`src/rtl/video_pkg.sv`:
```
// Shared types and constants for the video test-pattern generator.
package video_pkg;

  // Test patterns selectable through ctl_reg[2:1].
  typedef enum logic [1:0] {
    SOLID = 2'd0,
    BARS  = 2'd1,
    RAMP  = 2'd2,
    CHECK = 2'd3
  } pattern_e;

  // One 24-bit RGB pixel as carried on TDATA.
  typedef logic [23:0] pixel_t;

  // Coordinates handed to the colour mapper are zero-extended to this width
  // (4096 pixels/lines maximum).
  localparam int COORD_W = 12;

  // Control word field positions.
  localparam int CTL_EN_BIT  = 0;
  localparam int CTL_PAT_LSB = 1;
  localparam int CTL_COL_LSB = 8;

  // Colour-bar palette, left to right.
  localparam pixel_t BAR_WHITE   = 24'hFFFFFF;
  localparam pixel_t BAR_YELLOW  = 24'hFFFF00;
  localparam pixel_t BAR_CYAN    = 24'h00FFFF;
  localparam pixel_t BAR_GREEN   = 24'h00FF00;
  localparam pixel_t BAR_MAGENTA = 24'hFF00FF;
  localparam pixel_t BAR_RED     = 24'hFF0000;
  localparam pixel_t BAR_BLUE    = 24'h0000FF;
  localparam pixel_t BAR_BLACK   = 24'h000000;

  // Palette lookup by bar index.
  function automatic pixel_t bar_colour(input logic [2:0] idx);
    pixel_t c;
    case (idx)
      3'd0:    c = BAR_WHITE;
      3'd1:    c = BAR_YELLOW;
      3'd2:    c = BAR_CYAN;
      3'd3:    c = BAR_GREEN;
      3'd4:    c = BAR_MAGENTA;
      3'd5:    c = BAR_RED;
      3'd6:    c = BAR_BLUE;
      default: c = BAR_BLACK;
    endcase
    return c;
  endfunction

endpackage

```
`src/rtl/video_pattern_colour.sv`:
```
// Purely combinational mapping from pattern + position to an RGB pixel.
module video_pattern_colour
  import video_pkg::*;
(
  input  pattern_e             pattern_i,
  input  logic [COORD_W-1:0]   x_i,
  input  logic [COORD_W-1:0]   y_i,
  input  logic [2:0]           bar_idx_i,
  input  pixel_t               colour_i,
  output pixel_t               pixel_o
);

  // Only the low coordinate bits shape the patterns; the rest are ignored.
  logic unused_coord_bits;
  assign unused_coord_bits = ^{x_i[COORD_W-1:8], y_i[COORD_W-1:6], y_i[4:0]};

  // Select the pixel value for the requested pattern.
  always_comb begin
    pixel_o = '0;
    case (pattern_i)
      SOLID:   pixel_o = colour_i;
      BARS:    pixel_o = bar_colour(bar_idx_i);
      RAMP:    pixel_o = {x_i[7:0], x_i[7:0], x_i[7:0]};
      CHECK:   pixel_o = (x_i[5] ^ y_i[5]) ? 24'hFFFFFF : 24'h000000;
      default: pixel_o = '0;
    endcase
  end

endmodule

```
`src/rtl/video_pattern_gen.sv`:
```
// AXI4-Stream video test-pattern source: solid, colour bars, ramp, checker.
// Output registers always hold the pixel at (x_q, y_q); the next pixel is
// computed from the next-state coordinates and loaded on each handshake.
module video_pattern_gen
  import video_pkg::*;
#(
  parameter int H_ACTIVE = 1280,
  parameter int V_ACTIVE = 720
) (
  input  logic        aclk,
  input  logic        aresetn,
  input  logic [31:0] ctl_reg,
  input  logic        m_axis_video_TREADY,
  output logic        m_axis_video_TVALID,
  output logic [23:0] m_axis_video_TDATA,
  output logic [2:0]  m_axis_video_TKEEP,
  output logic [2:0]  m_axis_video_TSTRB,
  output logic        m_axis_video_TUSER,
  output logic        m_axis_video_TLAST,
  output logic        m_axis_video_TID,
  output logic        m_axis_video_TDEST,
  output logic [15:0] frame_cnt
);

  localparam int XW    = $clog2(H_ACTIVE);
  localparam int YW    = (V_ACTIVE > 1) ? $clog2(V_ACTIVE) : 1;
  localparam int BAR_W = H_ACTIVE / 8;
  localparam int BCW   = (BAR_W > 1) ? $clog2(BAR_W) : 1;

  localparam logic [0:0] ST_IDLE   = 1'b0;
  localparam logic [0:0] ST_ACTIVE = 1'b1;

  logic [31:0]   ctl_sync_q, ctl_q;
  logic [0:0]    state_q, state_d;
  logic [XW-1:0] x_q, x_d;
  logic [YW-1:0] y_q, y_d;
  logic [BCW-1:0] bar_cnt_q, bar_cnt_d;
  logic [2:0]    bar_idx_q, bar_idx_d;
  pattern_e      pat_q, pat_d;
  pixel_t        colour_q, colour_d;
  logic [15:0]   frame_cnt_q, frame_cnt_d;
  logic          tvalid_q, tvalid_d;
  pixel_t        tdata_q, tdata_d;
  logic          tuser_q, tuser_d;
  logic          tlast_q, tlast_d;

  logic          handshake, last_x, last_y;
  logic          start_frame, stop_frame, advance;
  pixel_t        pix_next;

  // Reserved control bits are synchronised along with the rest but unused.
  logic unused_ctl_bits;
  assign unused_ctl_bits = ^ctl_q[CTL_COL_LSB-1:CTL_PAT_LSB+2];

  assign handshake = tvalid_q && m_axis_video_TREADY;
  assign last_x    = (x_q == XW'(H_ACTIVE - 1));
  assign last_y    = (y_q == YW'(V_ACTIVE - 1));

  // Next position, bar tracking, frame settings latch and state transitions.
  always_comb begin
    state_d     = state_q;
    x_d         = x_q;
    y_d         = y_q;
    bar_cnt_d   = bar_cnt_q;
    bar_idx_d   = bar_idx_q;
    pat_d       = pat_q;
    colour_d    = colour_q;
    frame_cnt_d = frame_cnt_q;
    start_frame = 1'b0;
    stop_frame  = 1'b0;
    advance     = 1'b0;
    case (state_q)
      ST_IDLE: begin
        if (ctl_q[CTL_EN_BIT]) begin
          state_d     = ST_ACTIVE;
          pat_d       = pattern_e'(ctl_q[CTL_PAT_LSB +: 2]);
          colour_d    = ctl_q[CTL_COL_LSB +: 24];
          x_d         = '0;
          y_d         = '0;
          bar_cnt_d   = '0;
          bar_idx_d   = '0;
          start_frame = 1'b1;
        end
      end
      ST_ACTIVE: begin
        if (handshake) begin
          if (last_x && last_y) begin
            frame_cnt_d = frame_cnt_q + 16'd1;
            x_d         = '0;
            y_d         = '0;
            bar_cnt_d   = '0;
            bar_idx_d   = '0;
            if (ctl_q[CTL_EN_BIT]) begin
              // Settings only change on a frame boundary.
              pat_d       = pattern_e'(ctl_q[CTL_PAT_LSB +: 2]);
              colour_d    = ctl_q[CTL_COL_LSB +: 24];
              start_frame = 1'b1;
            end else begin
              state_d    = ST_IDLE;
              stop_frame = 1'b1;
            end
          end else begin
            advance = 1'b1;
            if (last_x) begin
              x_d       = '0;
              y_d       = y_q + 1'b1;
              bar_cnt_d = '0;
              bar_idx_d = '0;
            end else begin
              x_d = x_q + 1'b1;
              if (bar_cnt_q == BCW'(BAR_W - 1)) begin
                bar_cnt_d = '0;
                bar_idx_d = bar_idx_q + 1'b1;
              end else begin
                bar_cnt_d = bar_cnt_q + 1'b1;
              end
            end
          end
        end
      end
      default: state_d = ST_IDLE;
    endcase
  end

  video_pattern_colour u_colour (
    .pattern_i (pat_d),
    .x_i       (COORD_W'(x_d)),
    .y_i       (COORD_W'(y_d)),
    .bar_idx_i (bar_idx_d),
    .colour_i  (colour_d),
    .pixel_o   (pix_next)
  );

  // Output beat for the next position; held unchanged while stalled.
  always_comb begin
    tvalid_d = tvalid_q;
    tdata_d  = tdata_q;
    tuser_d  = tuser_q;
    tlast_d  = tlast_q;
    if (start_frame) begin
      tvalid_d = 1'b1;
      tdata_d  = pix_next;
      tuser_d  = 1'b1;
      tlast_d  = 1'b0;
    end else if (stop_frame) begin
      tvalid_d = 1'b0;
      tdata_d  = '0;
      tuser_d  = 1'b0;
      tlast_d  = 1'b0;
    end else if (advance) begin
      tdata_d = pix_next;
      tuser_d = 1'b0;
      tlast_d = (x_d == XW'(H_ACTIVE - 1));
    end
  end

  // Register stage: control resync, counters, state and output beat.
  always_ff @(posedge aclk) begin
    if (!aresetn) begin
      ctl_sync_q  <= '0;
      ctl_q       <= '0;
      state_q     <= ST_IDLE;
      x_q         <= '0;
      y_q         <= '0;
      bar_cnt_q   <= '0;
      bar_idx_q   <= '0;
      pat_q       <= SOLID;
      colour_q    <= '0;
      frame_cnt_q <= '0;
      tvalid_q    <= 1'b0;
      tdata_q     <= '0;
      tuser_q     <= 1'b0;
      tlast_q     <= 1'b0;
    end else begin
      ctl_sync_q  <= ctl_reg;
      ctl_q       <= ctl_sync_q;
      state_q     <= state_d;
      x_q         <= x_d;
      y_q         <= y_d;
      bar_cnt_q   <= bar_cnt_d;
      bar_idx_q   <= bar_idx_d;
      pat_q       <= pat_d;
      colour_q    <= colour_d;
      frame_cnt_q <= frame_cnt_d;
      tvalid_q    <= tvalid_d;
      tdata_q     <= tdata_d;
      tuser_q     <= tuser_d;
      tlast_q     <= tlast_d;
    end
  end

  assign m_axis_video_TVALID = tvalid_q;
  assign m_axis_video_TDATA  = tdata_q;
  assign m_axis_video_TUSER  = tuser_q;
  assign m_axis_video_TLAST  = tlast_q;
  assign m_axis_video_TKEEP  = {3{tvalid_q}};
  assign m_axis_video_TSTRB  = {3{tvalid_q}};
  assign m_axis_video_TID    = 1'b0;
  assign m_axis_video_TDEST  = 1'b0;
  assign frame_cnt           = frame_cnt_q;

endmodule

```
`config.mk`:
```
export PLATFORM = sky130hd
export DESIGN_NAME = video_pattern_gen
export DESIGN_NICKNAME = d
export VERILOG_FILES = /design/src/rtl/video_pkg.sv /design/src/rtl/video_pattern_colour.sv /design/src/rtl/video_pattern_gen.sv
export SDC_FILE = /design/constraint.sdc
export NUM_CORES = 1
export LEC_CHECK = 0
export CORE_MARGIN = 2
export CORE_UTILIZATION = 35
export DETAILED_ROUTE_END_ITERATION = 10
export PLACE_DENSITY = 0.58
export SLEW_MARGIN = 10
export SYNTH_ARGS = -nofsm -noshare
export SYNTH_HDL_FRONTEND = slang
export SYNTH_HIERARCHICAL = 1
export SYNTH_SLANG_ARGS = --single-unit
```
`constraint.sdc`:
```
create_clock -name aclk -period 3 [get_ports aclk]
set_input_delay 0.9 -clock aclk [delete_from_list [all_inputs] [get_ports aclk]]
set_output_delay 0.9 -clock aclk [all_outputs]
set_load 0.01 [all_outputs]
```
# After elaboration in Yosys (flattened, before gate mapping)
# Cells that the tools add are included.
# classes
add_sub_neg	5
mul	0
div	0
n_lt_le_gt_ge	0
n_eq_ne	16
shift	0
n_mux	55
n_bitwise	3
n_reduce_logical	10
# ops
cell	count
2-to-1 mux 24 bit	7
case mux 24 bit (7 select lines)	1
case mux 24 bit (4 select lines)	1
case mux 24 bit (2 select lines)	1
2-to-1 mux 11 bit	4
2-to-1 mux 10 bit	4
2-to-1 mux 8 bit	5
equality test 11 bit (second input constant)	2
case mux 11 bit (2 select lines)	1
case mux 10 bit (2 select lines)	1
2-to-1 mux 1 bit	17
adder 16 x 1 -> 16 bit (second input constant)	1
case mux 8 bit (2 select lines)	1
2-to-1 mux 3 bit	5
adder 11 x 1 -> 11 bit (second input constant)	1
adder 10 x 1 -> 10 bit (second input constant)	1
equality test 10 bit (second input constant)	1
equality test 3 bit (second input constant)	3
adder 8 x 1 -> 8 bit (second input constant)	1
equality test 8 bit (second input constant)	1
equality test 3 x 2 -> 1 bit (second input constant)	2
2-to-1 mux 2 bit	3
case mux 3 bit (2 select lines)	1
AND reduction 3 bit	2
18 further kinds	22
# totals
register_bits	166
latchBits	0
ramBits	0
mem_bits_ro	0
inputBits	35
out_inout_bits	51
elab_cells	104
n_memories	0

# Logic depth before layout (Yosys ltp)
# Gate-level depths: netlist of the first run.
# logic_depth
ltp_word	12
depth_mapped	14
depth_no_buf	11

# Cells and area by module
# Netlist of the first run, hierarchy kept.
# modules_own_cells
module	n_inst	cells_each	area_each_um2	seq_area_each_um2
video_pattern_gen	1	645	6322.3	3123.0
video_pattern_colour	1	79	498.0	0.0

# Worst setup path before layout of the first run
# Ideal clock, no wire load.
# synth_path
path_type	register -> register
start	register x_q[0]
end	register tdata_q[9] (netlist: m_axis_video_TDATA[9])
setup_time_ns	0.118
t_arrival_ns	3.011
t_required_ns	2.882
setup_slack_ns	-0.130
path_stages_with_launch	15
n_path_buf	4
period_less_slack_ns	3.130
path_cell_list	dfxtp_1 -> ha_1 -> nand2_1 -> or4_4 -> o31ai_4 -> nand2_2 -> buf_6 -> buf_6 -> mux2_4 -> buf_4 -> clkbuf_1 -> a21oi_1 -> a21oi_1 -> a22oi_1 -> nor2b_1
# synth_between
word_cells_on_any_way	49
cone_classes	add/sub: 1; eq/ne: 10; mux: 33; bitwise: 1; reduce/logical: 4
# synth_rtl
item	line_no	rtl
from (decl)	video_pattern_gen.sv:35	logic [XW-1:0] x_q, x_d;
from (signal assigned)	video_pattern_gen.sv:163	x_q <= '0;
from (signal assigned)	video_pattern_gen.sv:178	x_q <= x_d;
equality test 11 bit *	video_pattern_gen.sv:56	assign last_x = (x_q == XW'(H_ACTIVE - 1));
logical AND 1 bit *	video_pattern_gen.sv:87	if (last_x && last_y) begin
2-to-1 mux 2 bit *	video_pattern_gen.sv:87	
2-to-1 mux 2 bit *	video_pattern_gen.sv:86	if (handshake) begin
case mux 2 bit (2 select lines) *	video_pattern_gen.sv:72	case (state_q)
named net pat_d[0]	video_pattern_gen.sv:39	pattern_e pat_q, pat_d;
equality test 2 bit, or another cell as far along	video_pattern_colour.sv:20	case (pattern_i)
case mux 24 bit (4 select lines) *	video_pattern_colour.sv:20	
named net pix_next[9]	video_pattern_gen.sv:49	pixel_t pix_next;
2-to-1 mux 24 bit	video_pattern_gen.sv:150	end else if (advance) begin
2-to-1 mux 24 bit	video_pattern_gen.sv:145	end else if (stop_frame) begin
2-to-1 mux 24 bit *	video_pattern_gen.sv:140	if (start_frame) begin
to (signal assigned)	video_pattern_gen.sv:186	tdata_q <= tdata_d;
to (decl)	video_pattern_gen.sv:43	pixel_t tdata_q, tdata_d;
# The timed path passes the listed nets; every way through them passes the cells marked *. The select of a mux whose other input is x is not followed.
# A chain may end at the register's enable or synchronous reset.

# Worst setup path in the final report of the first run
# layout_path
start	register y_q[4]
end	register tdata_q[13] (netlist: m_axis_video_TDATA[13])
# layout_between
word_cells_on_any_way	47
cone_classes	add/sub: 1; eq/ne: 10; mux: 31; bitwise: 1; reduce/logical: 4
# layout_rtl
item	line_no	rtl
from (decl)	video_pattern_gen.sv:36	logic [YW-1:0] y_q, y_d;
from (signal assigned)	video_pattern_gen.sv:179	y_q <= y_d;
equality test 10 bit *	video_pattern_gen.sv:57	assign last_y = (y_q == YW'(V_ACTIVE - 1));
logical AND 1 bit *	video_pattern_gen.sv:87	
2-to-1 mux 2 bit *	video_pattern_gen.sv:87	
2-to-1 mux 2 bit *	video_pattern_gen.sv:86	
case mux 2 bit (2 select lines) *	video_pattern_gen.sv:72	
named net pat_d[1]	video_pattern_gen.sv:39	
equality test 2 bit, or another cell as far along	video_pattern_colour.sv:20	
case mux 24 bit (4 select lines) *	video_pattern_colour.sv:20	
named net pix_next[13]	video_pattern_gen.sv:49	
2-to-1 mux 24 bit	video_pattern_gen.sv:150	
2-to-1 mux 24 bit	video_pattern_gen.sv:145	
2-to-1 mux 24 bit *	video_pattern_gen.sv:140	
# Marks and branches as above.

==> summary.txt, run 1 <==
Clock tree
  • Clk_lat worst skew: 0.44 ns
  • Number of CTS-inserted buffers: 17
  • Clock transition at path regs: 0.07 ns
  • CTS tree: built
  • Max Root-Sink Buffers: 2
  • Clk root buf: clkbuf_16
  • CTS sink cnt: 156
  • Hold buffer count at cts: 0
  • H-tree depth: 4

Timing
  • F_max: between 0.3 and 0.4 GHz
  • Setup Skew: 0.0106 ns
  • Slew margin rel.: about 56%
  • Tmin final: 2.91 ns
  • Number of setup violations in the final report: 0
  • Worst-Margin Slew: 0.655 ns
  • Final hold vios: 0
  • Fin crit share: 96.8%
  • Slew Viols, Final: 0

Setup path
  • CP Cell Sequence: nor4b_1 > nand4_1 > o31ai_4 > nand2_2 > mux2_4 > buf_4 > o21ai_0 > o221ai_1 > a22oi_1 > nor2b_1
  • Worst EP required: around 3.3 ns
  • CP Class: register to register
  • R2r setup slk: 0.09 ns
  • Worst Path Max Fanout: 15
  • Worst r2r src: y_q[4]
  • Reg2reg end: m_axis_video_TDATA[13]
  • CP peak stage delay: 0.46 ns
  • Crit path DAT: 3.24 ns
  • CP Launch Type: register
  • Setup crit start: y_q[4]
  • CP Capture Type: register
  • Crit-path slowest cell: nor4b_1
  • Worst r2r path cells: 10
  • Cell family with most CP delay: simple AND/OR/NAND/NOR gates
  • Crit path buffers/inverters: 1

Layout
  • Commonest non-fill, non-tap cell in the layout: dfxtp_1
  • Fill count: 1784
  • P&R area growth vs syn: 33.5%
  • Register Area: 0.00313 sq mm
  • Diode count: 0
  • Layout cells sized above 1: 21.1%
  • Final Cell Area: 0.00908 sq mm
  • Multi-input gate area: roughly 0.0036 sq mm
  • Nets: 888
  • Most frequent cells in the layout: dfxtp_1, and2_1, clkdlybuf4s50_1

Power
  • P_int: ~0.0034 W
  • Flop pwr share: 47.6%
  • Max VDD drop: 348 uV
  • Pwr Density: about 500 mW/mm^2
  • P_sw: 0.00110 W
  • Combinational group share of total power: 5.7%
  • Leak: approximately 3.5 nW
  • Sw frac: 24.7%
  • Clk pwr share: 46.7%
  • Total power: 0.00447 W

Global routing
  • Initial antenna violation count: 0
  • GRT Overall Usage: between 10% and 20%
  • Vias in the first global route: 5353
  • Largest net degree at the start of global routing: 76
  • First-pass GRT wire length: roughly 27000 um
  • Grt total ovfl: 0

Floorplanning
  • I/O pin count: 86
  • Full die area: just over 0.02 sq mm
  • Core ar.: between 0.015 and 0.02 sq mm
  • Chip width: 143 um
  • Die Y: 143 um
  • FP Rows: 50
  • Starting density of the core: 36.0%

Routing
  • Total number of vias: ~5600
  • Wire length per cell: 15.1 um
  • WL final: around 17000 um
  • DR vias/cell: roughly 5.0
  • DRT antenna net count: 0
  • Number of detailed-route iterations in the first pass: 5
  • DRC: 0
  • DRT iter0 DRCs: 457

Min path
  • Hold Path Origin: ctl_sync_q[30]
  • Hold Path Sink: ctl_q[30]
  • Hold Path Depth: 1
  • Min-Delay Path Class: register to register

Place
  • PortBufs: 78
  • DP Area: roughly 0.0082 sq mm
  • Gp weighted congestion: 0.893
  • Post-DP HPWL: 11800 um

Yosys
  • Syn Area/Cell: 9.45 sq um
  • Mapped cell area: 0.00680 sq mm
  • Post-Synthesis Cells: between 700 and 800
  • Synthesis Warnings: 6

Flow run
  • Max-cap violations: 0

Status
  • Status: finished clean
==> worst max-delay path by stage <==
| stage | endpoint | slack (ns) | cells past startpoint |
|---|---|---|---|
| 6_report | m_axis_video_TDATA[13] | 0.09 | 10 |
| 2_1_floorplan | m_axis_video_TDATA[14] | 0.02 | 12 |
| 3_5_place_dp | m_axis_video_TDATA[23] | -0.65 | 11 |
| 3_3_place_gp | m_axis_video_TDATA[23] | -0.61 | 11 |
| 5_1_grt | m_axis_video_TDATA[13] | -0.13 | 10 |
| 4_1_cts | m_axis_video_TDATA[17] | 0.0004 | 12 |
==> power groups by stage <==
| stage | sequential (W) | clock, W | combinational (W) |
|---|---|---|---|
| finish | 0.00213 | 0.00209 | 0.000257 |
| global route | 0.00213 | 0.00221 | 0.000281 |
| CTS | 0.00213 | 0.00212 | 0.000250 |
| detailed placement | 0.00217 | 0 | 0.000246 |
| global placement | 0.00217 | 0 | 0.000243 |
| floorplan | 0.00217 | 0 | 0.000139 |
==> cell type report <==
| class | count | share of cell area (%) |
|---|---|---|
| Inverter | 6 | 0.248 |
| Multi-Input combinational cell | 510 | 39.6 |
| Timing Repair Buffer | 157 | 15.9 |
| Clock buffer | 19 | 4.88 |
| Clock inverter | 13 | 1.39 |
| Tap cell | 260 | 3.58 |
| Sequential cell | 156 | 34.4 |
==> per-stage QoR <==
stage               cells  TNS (ns)  setup WS, ns  hold slack [ns]  util [%]
floorplan             721         0        0.0199            0.412         -
global placement     1078    -15.77        -0.609            0.418      43.6
detailed placement   1078    -16.00        -0.652            0.421      43.6
CTS                  1113         0      0.000359            0.437      47.1
global route         1121     -2.34        -0.135            0.452      48.1
finish               1121         0        0.0949            0.436      48.1
==> sequential cells by signal, indices dropped and copies added (netlist names), 2 cells and up <==
signal              cells
x_q                    11
bar_cnt_q               8
frame_cnt              16
m_axis_video_TDATA     24
ctl_q                  27
pat_q                   2
bar_idx_q               3
ctl_sync_q             27
y_q                    10
colour_q               24
==> per-layer routing <==
| metal | GRT usage [%] | wire, um | up-vias | part of all wire (%) |
|---|---|---|---|---|
| met5 | 0 | 0 | - | 0 |
| met4 | 6.24 | 309 | 0 | 1.8 |
| met3 | 3.47 | 685 | 25 | 4.0 |
| met2 | 25.5 | 7510 | 159 | 44 |
| met1 | 23.1 | 8470 | 2624 | 50 |
| li1 | - | - | 2765 | - |
==> what timing repair did <==
action / CTS / global route
endpoints found under the setup margin: 23 / 24
buffers inserted: 3 / 7
pin swaps: 6 / 19
gates cloned: 0 / 1
resized for setup: 13 / 29
Power figures use the tool's default switching activity.
==> run 2, diff against run 1 <==
--- a/config.mk
+++ b/config.mk
@@ -8,6 +8,7 @@
 export CORE_MARGIN = 2
 export CORE_UTILIZATION = 35
 export DETAILED_ROUTE_END_ITERATION = 10
+export GPL_TIMING_DRIVEN = 1
 export PLACE_DENSITY = 0.58
 export SLEW_MARGIN = 10
 export SYNTH_ARGS = -nofsm -noshare
==> results of run 2 <==
The final DEF is identical to that of run 1; final timing and power are the same.
==> run 3, diff against run 2 <==
--- a/config.mk
+++ b/config.mk
@@ -9,7 +9,7 @@
 export CORE_UTILIZATION = 35
 export DETAILED_ROUTE_END_ITERATION = 10
 export GPL_TIMING_DRIVEN = 1
-export PLACE_DENSITY = 0.58
+export PLACE_DENSITY_LB_ADDON = 0.05
 export SLEW_MARGIN = 10
 export SYNTH_ARGS = -nofsm -noshare
 export SYNTH_HDL_FRONTEND = slang
==> summary.txt, run 3 (synthesis results as in run 1) <==
Status
  • Status: finished clean

Global routing
  • Most Crowded Layer GR: met2
  • GRT Overall Usage: 17.2%
  • Met3 usage: 4.10%
  • Largest net degree at the start of global routing: 51
  • First-pass GRT wire length: between 20000 and 30000 um
  • Grt total ovfl: 0
  • GR Layer Usage met2: 28.7%
  • Initial antenna violation count: 0
  • GRT met1 Usage: between 20% and 30%
  • Vias in the first global route: 5388

Timing
  • Fin crit share: 97.0%
  • Number of setup violations in the final report: 0
  • Final hold vios: 0
  • Setup WS post-layout: ~0.090 ns
  • F_max: 0.344 GHz
  • RSZ-0062 raised after global routing: false
  • Slew margin rel.: between 50% and 60%
  • Tmin final: 2.91 ns
  • Worst-Margin Slew: approximately 0.62 ns
  • Setup Skew: between 0.008 and 0.009 ns
  • Setup TNS Final: 0 ns
  • Slew Viols, Final: 0

Min path
  • Min-Delay Path Class: register to register

Layout
  • Nets: 899
  • Fill count: 1829
  • Register Area: between 0.003 and 0.004 sq mm
  • Diode count: 0
  • Commonest non-fill, non-tap cell in the layout: dfxtp_1
  • P&R area growth vs syn: 33.9%
  • Top flop regs: ctl_q: 27 flops, ctl_sync_q: 27 flops
  • Multi-input gate area: between 0.003 and 0.004 sq mm
  • Most frequent cells in the layout: dfxtp_1, and2_1, buf_4
  • Layout cells sized above 1: 21.3%

Floorplanning
  • Die Y: 143 um
  • Chip width: between 100 and 150 um
  • FP Rows: 50
  • Core ar.: ~0.019 sq mm
  • Starting density of the core: 36.0%
  • I/O pin count: 86
  • Full die area: 0.0206 sq mm

Place
  • Gp weighted congestion: 0.882
  • Post-DP HPWL: 11900 um
  • PortBufs: around 80
  • Pre-CTS setup slack: -0.678 ns

Flow run
  • Max-cap violations: 0

Setup path
  • CP Launch Type: register
  • CP Class: register to register
  • Crit path DAT: 3.23 ns
  • Worst EP required: 3.32 ns
  • CP Capture Type: register
  • Worst Path Max Fanout: 7

Routing
  • DR vias/cell: 4.94
  • Total number of vias: about 5600
  • DRT iter0 DRCs: 231
  • DRT antenna net count: 0
  • DRC: 0
  • Number of detailed-route iterations in the first pass: 4
  • WL final: between 15000 and 20000 um
  • Wire length per cell: 15.2 um

Clock tree
  • CTS tree: built
  • Max Root-Sink Buffers: 2
  • Clk root buf: clkbuf_16
  • Hold buffer count at cts: 0
  • Clk_lat worst skew: 0.43 ns
  • Number of CTS-inserted buffers: 17
  • Clock transition at path regs: 0.07 ns
  • H-tree depth: 4
  • CTS sink cnt: 156

Power
  • P_int: 0.00354 W
  • P_sw: 0.00107 W
  • Sw frac: 23.2%
  • Clk pwr share: 48.4%
  • Flop pwr share: 46.2%
  • Combinational group share of total power: 5.4%
  • Leak: 3.54 nW
  • Pwr Density: between 500 and 600 mW/mm^2
  • Max VDD drop: between 300 and 400 uV
==> run 3: layer usage <==
layer  vias to the layer above  share of wire (%)
met5                         -                  0
met4                         0                1.9
met3                        21                3.4
met2                       101                 48
met1                      2681                 46
li1                       2788                  -
==> run 3: cell type report <==
type | count | share of cell area, %
timing repair buffer | 168 | 16.2
tap | 260 | 3.57
inverter | 6 | 0.247
sequential | 156 | 34.3
clock buffer | 20 | 5.01
multi-input combinational | 510 | 38.9
clock inverter | 12 | 1.68
==> run 3: worst paths after layout <==
path | from | end | slack, ns | cells past startpoint
worst max register to register | x_q[8] | m_axis_video_TDATA[6] | 0.09 | 10
worst min-delay path | ctl_sync_q[0] | ctl_q[0] | 0.43 | 1
worst min register to register | ctl_sync_q[0] | ctl_q[0] | 0.43 | 1
worst max-delay path | x_q[8] | m_axis_video_TDATA[6] | 0.09 | 10
==> run 3: critical path: stages (launching register included) <==
cell and delay, ns:
dfxtp_1 0.31, nand3b_1 0.20, or4_4 0.61, o31ai_4 0.36, nand2_4 0.13, mux2_4 0.36, buf_4 0.15, a21oi_2 0.31
a21oi_1 0.12, a22oi_1 0.17, nor2b_1 0.06
==> run 3: power groups by stage <==
| stage | Combinational (W) | Clock (W) | Sequential, W |
|---|---|---|---|
| final | 0.000251 | 0.00223 | 0.00213 |
| after detailed placement | 0.000245 | 0 | 0.00217 |
| after global placement | 0.000243 | 0 | 0.00217 |
| after global routing | 0.000276 | 0.00238 | 0.00213 |
| after CTS | 0.000249 | 0.00229 | 0.00213 |
| after floorplan | 0.000139 | 0 | 0.00217 |
==> run 3: through the flow <==
step                      hold slack, ns  util [%]  instances  total power, W  area, sq um
after detailed placement           0.419      43.9       1088         0.00242         8300
after global placement             0.415      43.9       1088         0.00242         8300
final                              0.433      48.2       1132         0.00461         9110
after floorplan                    0.412         -        721         0.00231         6830
after CTS                          0.436      47.5       1121         0.00467         8970
after global routing               0.445      48.2       1132         0.00479         9110
==> run 3: timing repair <==
| item | in CTS | in global routing |
|---|---|---|
| pin swaps | 2 | 12 |
| resized for setup | 11 | 16 |
| endpoints found under the setup margin | 24 | 26 |
| hold endpoints to repair | 0 | 0 |
| buffers inserted | 1 | 10 |
| cloned | 0 | 1 |
